$ cat src/rtl/tune_pkg.sv
// Shared constants and types for the front-panel tuning controller.
package tune_pkg;

   // Default datapath width, matches the nco phase accumulator.
   localparam int PHASE_W_DEF = 40;

   // Default button timing at 100 MHz.
   localparam int DEB_CYCLES_DEF    = 1000000;
   localparam int REPEAT_DELAY_DEF  = 50000000;
   localparam int REPEAT_PERIOD_DEF = 10000000;

   // Default preset bank depth.
   localparam int NUM_PRESETS_DEF = 4;

   // Step sizes: 100 Hz fine, 5 kHz coarse.
   localparam logic [39:0] FINE_STEP_DEF   = 40'h10c6f7;
   localparam logic [39:0] COARSE_STEP_DEF = 40'h346dc5d;

   // AM band window 500..1710 kHz, power-up at 936 kHz.
   localparam logic [39:0] MIN_INC_DEF   = 40'h147ae147b;
   localparam logic [39:0] MAX_INC_DEF   = 40'h460aa64c3;
   localparam logic [39:0] RESET_INC_DEF = 40'h2656abde3;

   // Bit positions of the step buttons in the step pulse vector.
   localparam int STEP_FINE_UP   = 0;
   localparam int STEP_FINE_DN   = 1;
   localparam int STEP_COARSE_UP = 2;
   localparam int STEP_COARSE_DN = 3;
   localparam int NUM_STEP_BTN   = 4;

   // Bit positions of the preset buttons in the preset pulse vector.
   localparam int PST_NEXT    = 0;
   localparam int PST_STORE   = 1;
   localparam int NUM_PST_BTN = 2;

   // Per-cycle action chosen by the arbiter, listed in priority order.
   typedef enum logic [2:0] {
      ACT_NONE,
      ACT_STORE,
      ACT_NEXT,
      ACT_STEP_UP,
      ACT_STEP_DN
   } act_e;

endpackage

$ cat src/rtl/btn_debounce.sv
// One front-panel button: 2-flop synchroniser, stability debouncer and
// optional auto-repeat, producing single-cycle registered pulses.
module btn_debounce #(
   parameter int DEB_CYCLES    = 1000000,
   parameter bit REPEAT_EN     = 1'b1,
   parameter int REPEAT_DELAY  = 50000000,
   parameter int REPEAT_PERIOD = 10000000
) (
   input  logic CLK,
   input  logic RST,
   input  logic btn_raw,
   output logic pulse
);

   localparam int DCW = $clog2(DEB_CYCLES + 1);
   localparam int RMAX = (REPEAT_DELAY > REPEAT_PERIOD) ? REPEAT_DELAY : REPEAT_PERIOD;
   localparam int RCW = $clog2(RMAX + 1);

   logic [1:0]     sync_q;
   logic [DCW-1:0] deb_cnt;
   logic           deb_q;
   logic           deb_d;
   logic [RCW-1:0] rep_cnt;
   logic           rep_on;
   logic           rise;
   logic           held;
   logic           rep_fire;

   // Two-stage synchroniser for the asynchronous raw input.
   always_ff @(posedge CLK or posedge RST) begin
      if (RST) sync_q <= '0;
      else     sync_q <= {sync_q[0], btn_raw};
   end

   // Debounced level flips only after DEB_CYCLES consecutive differing samples.
   always_ff @(posedge CLK or posedge RST) begin
      if (RST) begin
         deb_cnt <= '0;
         deb_q   <= 1'b0;
      end else if (sync_q[1] == deb_q) begin
         deb_cnt <= '0;
      end else if (deb_cnt == DCW'(DEB_CYCLES - 1)) begin
         deb_cnt <= '0;
         deb_q   <= sync_q[1];
      end else begin
         deb_cnt <= deb_cnt + DCW'(1);
      end
   end

   // Delayed copy of the debounced level for edge detection.
   always_ff @(posedge CLK or posedge RST) begin
      if (RST) deb_d <= 1'b0;
      else     deb_d <= deb_q;
   end

   assign rise = deb_q & ~deb_d;
   assign held = deb_q & deb_d;

   // rep_cnt counts cycles since the last pulse; the first repeat waits
   // REPEAT_DELAY, later ones REPEAT_PERIOD.
   assign rep_fire = REPEAT_EN && held &&
                     (rep_on ? (rep_cnt == RCW'(REPEAT_PERIOD))
                             : (rep_cnt == RCW'(REPEAT_DELAY)));

   // Auto-repeat timer, cleared whenever the button is released.
   always_ff @(posedge CLK or posedge RST) begin
      if (RST) begin
         rep_cnt <= '0;
         rep_on  <= 1'b0;
      end else if (!deb_q) begin
         rep_cnt <= '0;
         rep_on  <= 1'b0;
      end else if (rise) begin
         rep_cnt <= RCW'(1);
         rep_on  <= 1'b0;
      end else if (rep_fire) begin
         rep_cnt <= RCW'(1);
         rep_on  <= 1'b1;
      end else begin
         rep_cnt <= rep_cnt + RCW'(1);
      end
   end

   // Registered output pulse: press edge or repeat tick.
   always_ff @(posedge CLK or posedge RST) begin
      if (RST) pulse <= 1'b0;
      else     pulse <= rise | rep_fire;
   end

endmodule

$ cat src/rtl/tune_ctrl.sv
// Front-panel tuning controller: debounced step/preset buttons drive a
// band-clamped nco phase increment and a small preset bank.
module tune_ctrl
   import tune_pkg::*;
#(
   parameter int                 PHASE_W       = PHASE_W_DEF,
   parameter int                 NUM_PRESETS   = NUM_PRESETS_DEF,
   parameter int                 DEB_CYCLES    = DEB_CYCLES_DEF,
   parameter int                 REPEAT_DELAY  = REPEAT_DELAY_DEF,
   parameter int                 REPEAT_PERIOD = REPEAT_PERIOD_DEF,
   parameter logic [PHASE_W-1:0] FINE_STEP     = FINE_STEP_DEF,
   parameter logic [PHASE_W-1:0] COARSE_STEP   = COARSE_STEP_DEF,
   parameter logic [PHASE_W-1:0] MIN_INC       = MIN_INC_DEF,
   parameter logic [PHASE_W-1:0] MAX_INC       = MAX_INC_DEF,
   parameter logic [PHASE_W-1:0] RESET_INC     = RESET_INC_DEF,
   localparam int                IDX_W         = $clog2(NUM_PRESETS)
) (
   input  logic               CLK,
   input  logic               RST,
   input  logic               btn_fine_up,
   input  logic               btn_fine_dn,
   input  logic               btn_coarse_up,
   input  logic               btn_coarse_dn,
   input  logic               btn_preset_next,
   input  logic               btn_preset_store,
   output logic [PHASE_W-1:0] phase_inc,
   output logic               phase_upd,
   output logic [IDX_W-1:0]   preset_idx
);

   logic [NUM_STEP_BTN-1:0] step_raw;
   logic [NUM_STEP_BTN-1:0] step_pulse;
   logic [NUM_PST_BTN-1:0]  pst_raw;
   logic [NUM_PST_BTN-1:0]  pst_pulse;

   logic [NUM_PRESETS-1:0][PHASE_W-1:0] preset_q;

   act_e               act;
   logic [PHASE_W-1:0] step;
   logic [PHASE_W:0]   sum_ext;
   logic [PHASE_W:0]   dif_ext;
   logic [PHASE_W-1:0] up_val;
   logic [PHASE_W-1:0] dn_val;
   logic [IDX_W-1:0]   idx_nxt;

   assign step_raw[STEP_FINE_UP]   = btn_fine_up;
   assign step_raw[STEP_FINE_DN]   = btn_fine_dn;
   assign step_raw[STEP_COARSE_UP] = btn_coarse_up;
   assign step_raw[STEP_COARSE_DN] = btn_coarse_dn;
   assign pst_raw[PST_NEXT]        = btn_preset_next;
   assign pst_raw[PST_STORE]       = btn_preset_store;

   // Step buttons auto-repeat while held.
   for (genvar i = 0; i < NUM_STEP_BTN; i++) begin : g_step
      btn_debounce #(
         .DEB_CYCLES   (DEB_CYCLES),
         .REPEAT_EN    (1'b1),
         .REPEAT_DELAY (REPEAT_DELAY),
         .REPEAT_PERIOD(REPEAT_PERIOD)
      ) u_deb (
         .CLK    (CLK),
         .RST    (RST),
         .btn_raw(step_raw[i]),
         .pulse  (step_pulse[i])
      );
   end

   // Preset buttons act once per press.
   for (genvar i = 0; i < NUM_PST_BTN; i++) begin : g_pst
      btn_debounce #(
         .DEB_CYCLES   (DEB_CYCLES),
         .REPEAT_EN    (1'b0),
         .REPEAT_DELAY (REPEAT_DELAY),
         .REPEAT_PERIOD(REPEAT_PERIOD)
      ) u_deb (
         .CLK    (CLK),
         .RST    (RST),
         .btn_raw(pst_raw[i]),
         .pulse  (pst_pulse[i])
      );
   end

   // Arbitration: store beats next beats steps; coarse beats fine, and an
   // up/down cancel at one level falls through to the level below.
   always_comb begin
      act  = ACT_NONE;
      step = FINE_STEP;
      if (pst_pulse[PST_STORE]) begin
         act = ACT_STORE;
      end else if (pst_pulse[PST_NEXT]) begin
         act = ACT_NEXT;
      end else if (step_pulse[STEP_COARSE_UP] ^ step_pulse[STEP_COARSE_DN]) begin
         act  = step_pulse[STEP_COARSE_UP] ? ACT_STEP_UP : ACT_STEP_DN;
         step = COARSE_STEP;
      end else if (step_pulse[STEP_FINE_UP] ^ step_pulse[STEP_FINE_DN]) begin
         act = step_pulse[STEP_FINE_UP] ? ACT_STEP_UP : ACT_STEP_DN;
      end
   end

   // Saturating arithmetic with one guard bit; a set guard bit on the
   // difference means the subtraction wrapped below zero.
   always_comb begin
      sum_ext = {1'b0, phase_inc} + {1'b0, step};
      dif_ext = {1'b0, phase_inc} - {1'b0, step};
      up_val  = (sum_ext > {1'b0, MAX_INC}) ? MAX_INC : sum_ext[PHASE_W-1:0];
      dn_val  = (dif_ext[PHASE_W] || (dif_ext[PHASE_W-1:0] < MIN_INC))
                ? MIN_INC : dif_ext[PHASE_W-1:0];
      idx_nxt = preset_idx + IDX_W'(1);
   end

   // Preset bank: every slot powers up at the default station.
   always_ff @(posedge CLK or posedge RST) begin
      if (RST)                   preset_q             <= {NUM_PRESETS{RESET_INC}};
      else if (act == ACT_STORE) preset_q[preset_idx] <= phase_inc;
   end

   // Output register; phase_upd marks only cycles where phase_inc is
   // rewritten (a recall always counts, a clamped no-op step does not).
   always_ff @(posedge CLK or posedge RST) begin
      if (RST) begin
         phase_inc  <= RESET_INC;
         phase_upd  <= 1'b0;
         preset_idx <= '0;
      end else begin
         phase_upd <= 1'b0;
         case (act)
            ACT_NEXT: begin
               preset_idx <= idx_nxt;
               phase_inc  <= preset_q[idx_nxt];
               phase_upd  <= 1'b1;
            end
            ACT_STEP_UP: begin
               if (up_val != phase_inc) begin
                  phase_inc <= up_val;
                  phase_upd <= 1'b1;
               end
            end
            ACT_STEP_DN: begin
               if (dn_val != phase_inc) begin
                  phase_inc <= dn_val;
                  phase_upd <= 1'b1;
               end
            end
            default: ;
         endcase
      end
   end

endmodule

$ cat config.mk
export PLATFORM = sky130hd
export DESIGN_NAME = tune_ctrl
export DESIGN_NICKNAME = d
export VERILOG_FILES = /design/src/rtl/tune_pkg.sv /design/src/rtl/btn_debounce.sv /design/src/rtl/tune_ctrl.sv
export SDC_FILE = /design/constraint.sdc
export NUM_CORES = 1
export LEC_CHECK = 0
export BUFFER_PORTS_ARGS = -buffer_cell sky130_fd_sc_hd__buf_2
export CAP_MARGIN = 10
export CORE_ASPECT_RATIO = 1.4
export CORE_MARGIN = 2
export CORE_UTILIZATION = 38
export CTS_BUF_LIST = sky130_fd_sc_hd__clkbuf_8
export DETAILED_ROUTE_END_ITERATION = 12
export GPL_TIMING_DRIVEN = 0
export PLACE_DENSITY = 0.63
export SETUP_SLACK_MARGIN = 0.3
export SLEW_MARGIN = 20
export SYNTH_ARGS = -nofsm -noshare
export SYNTH_HDL_FRONTEND = slang
export SYNTH_SLANG_ARGS = --single-unit
export TNS_END_PERCENT = 50
$ cat constraint.sdc
create_clock -name CLK -period 43.1 [get_ports CLK]
set_input_delay 8.62 -clock CLK [delete_from_list [all_inputs] [get_ports CLK]]
set_output_delay 8.62 -clock CLK [all_outputs]
set_load 0.05 [all_outputs]
; ---- Word level (Yosys, flattened, before mapping)
; Index checks and enable logic that the tools add are counted.
[totals]
reg_bits = 461
inputBits = 8
output_inout_bits = 43
elab_cells = 199
[classes]
n_addsub = 13
n_lt_le_gt_ge = 5
n_eq_ne = 32
mux = 62
n_bitwise = 28
reduce_logical = 14
[ops]
columns = cell, n
row1 = 2-to-1 mux 26 bit, 15
row2 = 2-to-1 mux 20 bit, 12
row3 = 2-to-1 mux 40 bit, 6
row4 = bitwise mux 160 bit, 1
row5 = "adder 20 x 1 -> 20 bit, second input constant", 6
row6 = "== test 20 bit, second input constant", 6
row7 = one-hot mux 40 bit (3 select lines), 1
row8 = "adder 26 x 1 -> 26 bit, second input constant", 4
row9 = "== test 26 x 24 -> 1 bit, second input constant", 4
row10 = "== test 26 bit, second input constant", 4
row11 = binary-select mux 40 bit (select 2 bit), 1
row12 = demux 40 bit (select 2 bit), 1
row13 = != test 40 bit, 2
row14 = adder 40 x 40 -> 41 bit, 1
row15 = "> comparator 41 x 35 -> 1 bit, second input constant", 1
row16 = subtractor 40 x 40 -> 41 bit, 1
row17 = "less-than comparator 40 x 33 -> 1 bit, second input constant", 1
row18 = 2-to-1 mux 1 bit, 18
row19 = 2-to-1 mux 3 bit, 6
row20 = "!= test 3 bit, second input constant", 4
row21 = inverter 1 bit, 12
row22 = AND reduction 2 bit, 6
row23 = AND 1 bit, 10
row24 = == test 1 bit, 6
row25 = 14 further kinds, 25

; ---- Longest topological paths before layout
; Gate-level depths: netlist (run 1).
[logic_depth]
ltp_word = 11
mapped_depth = 21

; ---- Cells and area by module
; A second synthesis (run 1) with hierarchy kept.
[unflattened]
cells_unflattened = 2727
area_unflattened_um2 = 27266.2
[by_module_without_submodules]
columns = module, instances, cells_each, area_per_inst_um2
row1 = tune_ctrl, 1, 1433, 13923.4
row2 = btn_debounce (g_step[0].u_deb ...), 4, 268, 2732.6
row3 = btn_debounce (g_pst[0].u_deb ...), 2, 111, 1206.2

; ---- Worst setup path before layout (run 1)
; OpenSTA, ideal clock, no wires.
[synth_path]
path_type = reg-to-output
start = register phase_inc[1]
end = output port phase_inc[1]
arrival_time_ns = 0.758
t_required_ns = 34.480
setup_slack_ns = 33.722
stages_incl_launch_ff = 1
cell_sequence = dfstp_2
[synth_rtl]
columns = item, line
row1 = "start, declared", tune_ctrl.sv:26  ; output logic [PHASE_W-1:0] phase_inc,
row2 = "start signal, assigned", tune_ctrl.sv:129  ; phase_inc <= preset_q[idx_nxt];
row3 = "start signal, assigned", tune_ctrl.sv:134  ; phase_inc <= up_val;
row4 = "start signal, assigned", tune_ctrl.sv:140  ; phase_inc <= dn_val;
; No word-level cell between the ends.

; ---- Worst setup path in the final report (run 1)
[layout_path]
start = register phase_inc[3]
end = output port phase_inc[3]
; No word-level cell between the ends.

==> impl_metrics.env, run 1 <==
export IMPL_cts_root_buf="sky130_fd_sc_hd__clkbuf_8"
export IMPL_grt_pass1_wl_um=123000
export IMPL_leading_post_synthesis_cells_by_cell_area="sky130_fd_sc_hd__dfrtp_1, sky130_fd_sc_hd__dfstp_2, sky130_fd_sc_hd__mux2_2"
export IMPL_synth_compound_area_share_pct=12.0
export IMPL_dr_total_vias=21494
export IMPL_port_buffers=50
export IMPL_critical_path_slowest_cell="sky130_fd_sc_hd__dfrtp_1"
export IMPL_synth_edff_count=0
export IMPL_drc_errors=0
export IMPL_postSynthRegisterBits=461
export IMPL_number_of_endpoints_failing_setup_at_the_final_stage=0
export IMPL_total_number_of_yosys_warnings=0
export IMPL_die_span_y_um=313
export IMPL_synth_cell_types=108
export IMPL_synth_simple_gate_area_share_pct=20.9
export IMPL_core_rowCount=113
export IMPL_postSynthCellCount=2630
export IMPL_firstDrtPassIters=5
export IMPL_area_growth_pct=11.6
export IMPL_globalplace_congestion=1.01
export IMPL_p_per_area_mw_per_mm2=29.1
export IMPL_worst_setup_path_end_kind="output port"
export IMPL_path_max_fanout=10
export IMPL_worst_setup_path_start_kind="flop"
export IMPL_synth_avg_cell_area_um2=9.88
export IMPL_ordered_cell_list_for_the_critical_path="buf_2"
export IMPL_final_util_pct=42.8
export IMPL_initial_core_util_pct=38.4
export IMPL_buf_inv_on_cp=1
export IMPL_tritoncts="done"
export IMPL_finish_net_count=2820
export IMPL_slew_limit_headroom_pct=22.8
export IMPL_synth_top_family_by_area="simple AND/OR/NAND/NOR gates"
export IMPL_design_die_area_mm2=0.0705
export IMPL_max_vdd_ir_drop_mv=0.0151
export IMPL_die_w_um=225
export IMPL_crit_family="flip-flops"
export IMPL_post_cts_resized=0
export IMPL_crit_arrival_ps=1820
export IMPL_report_final_hold_viol_count=0
export IMPL_synth_largest_type_area_fraction_pct=34.8
export IMPL_status="completed"
export IMPL_setup_tns_final_ps=0
export IMPL_post_synthesis_instance_area_mm2=0.0260
export IMPL_postCtsHoldBufs=0
export IMPL_routed_wire_length_per_instance_um=21.2
export IMPL_synthArstFlopShare_pct=100
export IMPL_layout_common_cells="sky130_fd_sc_hd__dfrtp_1, sky130_fd_sc_hd__nor2_1, sky130_fd_sc_hd__nand2_1, sky130_fd_sc_hd__nand3_1, sky130_fd_sc_hd__o21ai_0"
export IMPL_yosys_area_share_adder_pct=2.54
export IMPL_synth_sequential_area_ratio_pct=44.9
export IMPL_grt_pass1_vias=22065
export IMPL_grt_setup_unrepaired="no"
export IMPL_clk_path_buf_depth=3
export IMPL_ant_nets=0
export IMPL_routed_via_density=5.83
export IMPL_p_leak_nw=12.1
export IMPL_synth_mux_area_fraction_pct=8.91
export IMPL_drv_max_cap_violation_count=0
export IMPL_drt_total_wl_um=78200
export IMPL_clock_skew_ps=33.1
export IMPL_core_area_mm2=0.0677
export IMPL_grt_start_max_net_pins=116
export IMPL_post_route_cells_drive_above_1_share_pct=17.9
export IMPL_count_of_final_max_slew_check_failures=0
export IMPL_tightestPinTransition_ps=1150
export IMPL_critical_path_max_stage_delay_ps=770
export IMPL_synthXorXnorAreaFrac_pct=7.72
export IMPL_total_power_mw=0.845
export IMPL_grt_antenna_before_repair=1
export IMPL_clock_sink_count=461
export IMPL_post_route_period_util_pct=24.2
export IMPL_synth_largest_area_cell="sky130_fd_sc_hd__dfrtp_1"
export IMPL_yosys_most_used_dff="sky130_fd_sc_hd__dfrtp_1"
export IMPL_htreeDepth=3
export IMPL_syn_nets=2688
export IMPL_track_usage_pct=22.3
export IMPL_path_class="flop to output port"
export IMPL_finalWorstPathRequiredPeriod_ps=10440
export IMPL_cts_made_buffers=75
export IMPL_clock_latency_on_the_worst_skew_pair_ps=670
export IMPL_postCtsSetupRepairBufs=0
export IMPL_min_delay_path_class="flop to flop"
export IMPL_hpwl_um=57700
export IMPL_drtIter0Drc=1620
export IMPL_critPathRequiredTime_ps=34480
export IMPL_floorplan_io_pins=51
export IMPL_overall_overflow_remaining_after_global_route=0
export IMPL_mostFrequentLayoutCell="sky130_fd_sc_hd__dfrtp_1"
export IMPL_achievable_frequency_mhz=95.8
export IMPL_clk_pin_slew_worst_paths_ps=70
-- power breakdown --
group,switching (mW),internal [mW],leakage [nW]
Sequential,0.00159,0.435,6.03
Combinational,0.0117,0.00314,5.21
Clock,0.179,0.214,0.902
-- per-layer routing --
metal / vias up / track usage [%] / routed length, um
met1: 10708 / 25.0 / 29300
met4: 0 / 14.6 / 5330
met5: - / 0 / 0
met3: 267 / 3.52 / 4280
li1: 9711 / - / -
met2: 808 / 39.1 / 39300
-- kinds of logic after synthesis --
family	count (synthesis)
buffers and inverters	194
AND/OR/NAND/NOR	1066
multiplexers	166
flip-flops	461
AO/OA/AOI/OAI	462
adder cells (fa/ha/maj)	52
XOR/XNOR	229
-- state kept, by name (all words and copies together), names as in the netlist, 8 cells and up --
| signal | cells |
|---|---|
| preset_q | 160 |
| g_step.u_deb.rep_cnt | 104 |
| g_step.u_deb.deb_cnt | 80 |
| g_step.u_deb.sync_q | 8 |
| g_pst.u_deb.deb_cnt | 40 |
| phase_inc | 40 |
-- layout make-up --
cell class,instances,area (um2)
diodes,1,2.50
plain buffers,133,562
clock buffers,90,1240
clock inverters,46,307
fillers,6486,38700
inverters,61,236
multi-input cells,1975,13500
flip-flops and latches,461,11700
well taps,862,1080
repair buffers,55,372
-- metrics by stage --
stage | cells | setup WS (ps) | hold slack, ps | cell area (um2)
2_1_floorplan | 2630 | 21790 | 331 | 26000
3_3_place_gp | 3542 | 17340 | 338 | 27300
3_5_place_dp | 3546 | 32900 | 342 | 27400
4_1_cts | 3682 | 32630 | 352 | 29000
5_1_grt | 3684 | 32590 | 368 | 29000
6_report | 3684 | 32660 | 350 | 29000
-- cell usage after synthesis, types with 11 or more instances --
| cell type | n |
|---|---|
| sky130_fd_sc_hd__buf_2 | 34 |
| sky130_fd_sc_hd__xnor2_1 | 112 |
| sky130_fd_sc_hd__ha_1 | 48 |
| sky130_fd_sc_hd__or3_1 | 42 |
| sky130_fd_sc_hd__nand3_1 | 135 |
| sky130_fd_sc_hd__nor4b_1 | 26 |
| sky130_fd_sc_hd__o21a_1 | 13 |
| sky130_fd_sc_hd__nand2b_1 | 20 |
| sky130_fd_sc_hd__nor2_1 | 306 |
| sky130_fd_sc_hd__a21oi_1 | 85 |
| sky130_fd_sc_hd__mux2_2 | 122 |
| sky130_fd_sc_hd__nor4_1 | 30 |
| sky130_fd_sc_hd__clkbuf_1 | 72 |
| sky130_fd_sc_hd__dfstp_2 | 100 |
| sky130_fd_sc_hd__a21o_1 | 15 |
| sky130_fd_sc_hd__dfrtp_1 | 361 |
| sky130_fd_sc_hd__nor2b_1 | 20 |
| sky130_fd_sc_hd__nand4_1 | 44 |
| sky130_fd_sc_hd__buf_1 | 23 |
| sky130_fd_sc_hd__o21ai_1 | 14 |
| sky130_fd_sc_hd__o211ai_1 | 16 |
| sky130_fd_sc_hd__nand2_1 | 225 |
| sky130_fd_sc_hd__xor2_1 | 117 |
| sky130_fd_sc_hd__o21ai_0 | 133 |
| sky130_fd_sc_hd__and3_1 | 71 |
| sky130_fd_sc_hd__and4_1 | 14 |
| sky130_fd_sc_hd__nor3_1 | 40 |
| sky130_fd_sc_hd__and2_1 | 20 |
| sky130_fd_sc_hd__mux4_2 | 40 |
| sky130_fd_sc_hd__a31oi_1 | 28 |
| sky130_fd_sc_hd__inv_1 | 60 |
| sky130_fd_sc_hd__o31ai_1 | 11 |
-- path summary, 6_finish.rpt --
path / from / endpoint / cells after the start / slack, ps
max in group asynchronous: RST / g_step[1].u_deb.rep_cnt[18] / 4 / 33610
hold reg to reg: g_step[2].u_deb.sync_q[0] / g_step[2].u_deb.sync_q[1] / 0 / 350
setup / recovery: phase_inc[3] / phase_inc[3] / 1 / 32660
setup reg to reg: g_pst[1].u_deb.pulse / phase_inc[9] / 19 / 35600
min in group asynchronous: RST / g_step[0].u_deb.sync_q[0] / 2 / 8030
hold / removal: g_step[2].u_deb.sync_q[0] / g_step[2].u_deb.sync_q[1] / 0 / 350
(Power assumes the default switching activity.)
==> run 2, diff against run 1 <==
ABC_AREA = 1   (was default)
PLACE_DENSITY = 0.65   (was 0.63)
clock period = 8.7 ns   (was 43.1 ns; I/O delays follow)
==> run 2 against run 1 <==
Global-route usage rose by 2.7 points; worst hold slack worse by 2.1 ps; clock-buffer cell count increased by 12; cell count rose by 42%; first-iteration DRC count increased by 30%; synthesized cell count up 54%; register-to-register slack lost 34000 ps; via count rose by 31%; setup slack worse by 31000 ps.
==> impl_metrics.env, run 2 <==
export IMPL_total_number_of_yosys_warnings=0
export IMPL_p_leak_nw=14.5
export IMPL_tritoncts="done"
export IMPL_core_area_mm2=0.0738
export IMPL_worst_setup_path_start_kind="flop"
export IMPL_max_vdd_ir_drop_mv=0.0980
export IMPL_tightestPinTransition_ps=1080
export IMPL_port_buffers=50
export IMPL_critical_path_slowest_cell="sky130_fd_sc_hd__nor2_4"
export IMPL_synth_common_cells="sky130_fd_sc_hd__nand2_1, sky130_fd_sc_hd__nor2_1, sky130_fd_sc_hd__inv_1"
export IMPL_path_max_fanout=16
export IMPL_preCtsSetupSlack_ps=2040
export IMPL_yosys_area_share_adder_pct=2.26
export IMPL_ant_nets=0
export IMPL_synth_edff_count=0
export IMPL_count_of_final_max_slew_check_failures=0
export IMPL_placedCellCount=5086
export IMPL_clock_skew_ps=33.8
export IMPL_p_per_area_mw_per_mm2=134
export IMPL_overall_overflow_remaining_after_global_route=0
export IMPL_die_span_y_um=327
export IMPL_power_switching_fraction_pct=23.3
export IMPL_post_cts_resized=0
export IMPL_track_usage_pct=25.0
export IMPL_status="completed"
export IMPL_path_common_cell="sky130_fd_sc_hd__nand2_1"
export IMPL_firstDrtPassIters=6
export IMPL_synth_largest_type_area_fraction_pct=31.9
export IMPL_grt_start_max_net_pins=34
export IMPL_achievable_frequency_mhz=138
export IMPL_core_rowCount=118
export IMPL_total_power_mw=4.25
export IMPL_drc_errors=0
export IMPL_finish_net_count=4261
export IMPL_postCtsHoldBufs=0
export IMPL_synth_sequential_area_ratio_pct=41.2
export IMPL_report_final_hold_viol_count=0
export IMPL_n_fill_cell=7805
export IMPL_critical_path_max_stage_delay_ps=530
export IMPL_globalplace_congestion=1.08
export IMPL_slew_limit_headroom_pct=27.2
export IMPL_cts_made_buffers=75
export IMPL_clock_latency_on_the_worst_skew_pair_ps=690
export IMPL_power_net_switching_mw=0.989
export IMPL_pint_mw=3.26
export IMPL_synth_avg_cell_area_um2=6.98
export IMPL_yosys_most_used_dff="sky130_fd_sc_hd__dfrtp_1"
export IMPL_setup_tns_final_ps=0
export IMPL_sequentialPowerShare_pct=50.9
export IMPL_power_frac_clock_pct=47.0
export IMPL_floorplan_io_pins=51
export IMPL_min_delay_path_class="flop to flop"
export IMPL_synth_mux_area_fraction_pct=0.199
export IMPL_syn_nets=4115
export IMPL_synthArstFlopShare_pct=100
export IMPL_synth_compound_area_share_pct=10.7
export IMPL_finalWorstPathRequiredPeriod_ps=7240
export IMPL_crit_arrival_ps=7850
export IMPL_mostFrequentLayoutCell="sky130_fd_sc_hd__nand2_1"
export IMPL_synthXorXnorAreaFrac_pct=2.63
export IMPL_synth_cell_types=51
export IMPL_synth_largest_area_cell="sky130_fd_sc_hd__dfrtp_1"
export IMPL_grt_setup_unrepaired="no"
export IMPL_grt_antenna_before_repair=3
export IMPL_initial_core_util_pct=38.4
export IMPL_layout_common_cells="sky130_fd_sc_hd__nand2_1, sky130_fd_sc_hd__nor2_1, sky130_fd_sc_hd__inv_1, sky130_fd_sc_hd__dfrtp_1, sky130_fd_sc_hd__nand3_1"
export IMPL_grt_pass1_vias=26916
export IMPL_post_route_cells_drive_above_1_share_pct=9.90
export IMPL_worst_setup_path_end_kind="flop"
export IMPL_routed_via_density=5.37
export IMPL_drv_max_cap_violation_count=0
export IMPL_clock_sink_count=461
export IMPL_design_die_area_mm2=0.0767
export IMPL_postCtsSetupRepairBufs=0
export IMPL_synth_simple_gate_area_share_pct=33.9
export IMPL_clk_pin_slew_worst_paths_ps=60
export IMPL_cts_root_buf="sky130_fd_sc_hd__clkbuf_8"
export IMPL_postSynthRegisterBits=461
export IMPL_post_route_period_util_pct=83.2
export IMPL_synth_top_family_by_area="simple AND/OR/NAND/NOR gates"
export IMPL_registers_top_by_ff_count="preset_q"
export IMPL_power_combinational_fraction_pct=2.1
export IMPL_largest_registers_in_the_final_layout="preset_q x160, g_step.u_deb.rep_cnt x104, g_step.u_deb.deb_cnt x80"
export IMPL_clk_path_buf_depth=3
export IMPL_drtIter0Drc=2101
export IMPL_routed_wire_length_per_instance_um=18.6
export IMPL_dr_total_vias=28056
export IMPL_number_of_endpoints_failing_setup_at_the_final_stage=0
export IMPL_htreeDepth=3
export IMPL_final_util_pct=43.0
export IMPL_grt_pass1_wl_um=150000
export IMPL_post_synthesis_instance_area_mm2=0.0283
export IMPL_finalWorstSetupSlack_ps=1460
export IMPL_path_class="flop to flop"
export IMPL_critPathRequiredTime_ps=9320
export IMPL_leading_post_synthesis_cells_by_cell_area="sky130_fd_sc_hd__dfrtp_1, sky130_fd_sc_hd__nand2_1, sky130_fd_sc_hd__dfstp_2"
export IMPL_largest_register_ffs=160
export IMPL_post_synth_top_count_cell="sky130_fd_sc_hd__nand2_1"
export IMPL_hpwl_um=73600
export IMPL_postSynthCellCount=4057
export IMPL_finish_cell_count_without_fillers=5225
export IMPL_die_w_um=235
export IMPL_drt_total_wl_um=97400
export IMPL_area_growth_pct=12.2
run 2: cell types whose count changed in the layout (fill, tap and decap cells not counted), sizes merged, moves of 71 or more:
cell / before / now
xnor2: 112 / 28
nor2: 306 / 563
nor3: 42 / 134
nand3: 135 / 327
mux2: 123 / 5
inv: 94 / 533
o21ai: 148 / 327
nand2: 225 / 1060
and3: 72 / 1
run 2: final cells by class:
class / instances / area [um2] / area share [%]
timing repair buffer: 69 / 626 / 1.97
inverter: 516 / 1950 / 6.12
multi-input combinational: 2947 / 14100 / 44.3
tap: 960 / 1200 / 3.78
sequential: 461 / 11700 / 36.7
buffer: 133 / 661 / 2.08
clock inverter: 35 / 201 / 0.634
clock buffer: 102 / 1400 / 4.42
antenna: 2 / 5.00 / 0.0158
run 2: power groups by stage:
| stage | sequential (mW) | clock [mW] | combinational, mW |
|---|---|---|---|
| CTS | 2.16 | 2.05 | 0.0946 |
| detailed placement | 2.20 | 0 | 0.0944 |
| global route | 2.16 | 2.15 | 0.106 |
| finish | 2.16 | 2.00 | 0.0904 |
| floorplan | 2.20 | 0 | 0.0531 |
| global placement | 2.20 | 0 | 0.0729 |
run 2: path summary, 6_finish.rpt:
| path | from | endpoint | slack [ps] | depth (start not counted) |
|---|---|---|---|---|
| min in group asynchronous | RST | g_step[1].u_deb.deb_cnt[10] | 1060 | 2 |
| setup / recovery | g_pst[1].u_deb.pulse | phase_inc[8] | 1460 | 32 |
| hold reg to reg | g_pst[0].u_deb.sync_q[0] | g_pst[0].u_deb.sync_q[1] | 350 | 0 |
| hold / removal | g_pst[0].u_deb.sync_q[0] | g_pst[0].u_deb.sync_q[1] | 350 | 0 |
| max in group asynchronous | RST | phase_inc[33] | 6010 | 8 |
| setup reg to reg | g_pst[1].u_deb.pulse | phase_inc[8] | 1460 | 32 |
run 2: kinds of logic after synthesis:
| family | count (synthesis) |
|---|---|
| buf+inv | 649 |
| fa+ha+maj | 50 |
| xor+xnor | 85 |
| compound gates | 561 |
| flops | 461 |
| simple gates | 2246 |
| mux | 5 |
run 2: stage by stage:
step | hold WS, ps | area (um2)
floorplan | 331 | 28300
finish | 347 | 31800
detailed placement | 335 | 30200
global placement | 333 | 29800
global route | 359 | 31800
CTS | 349 | 31800
run 2: worst max-delay path: cells and delay by family, from the launching register on:
| kind | cells | cell delay [ps] |
|---|---|---|
| simple gates | 20 | 3900 |
| buf+inv | 10 | 2150 |
| fa+ha+maj | 1 | 430 |
| flops | 1 | 400 |
| compound gates | 1 | 300 |
run 2: metal layers:
metal  share of wire, %  global-route usage (%)
met1                 37                    27.8
met2                 48                    42.5
met3                7.5                    5.22
met4                8.0                    18.4
met5             0.0082                       0
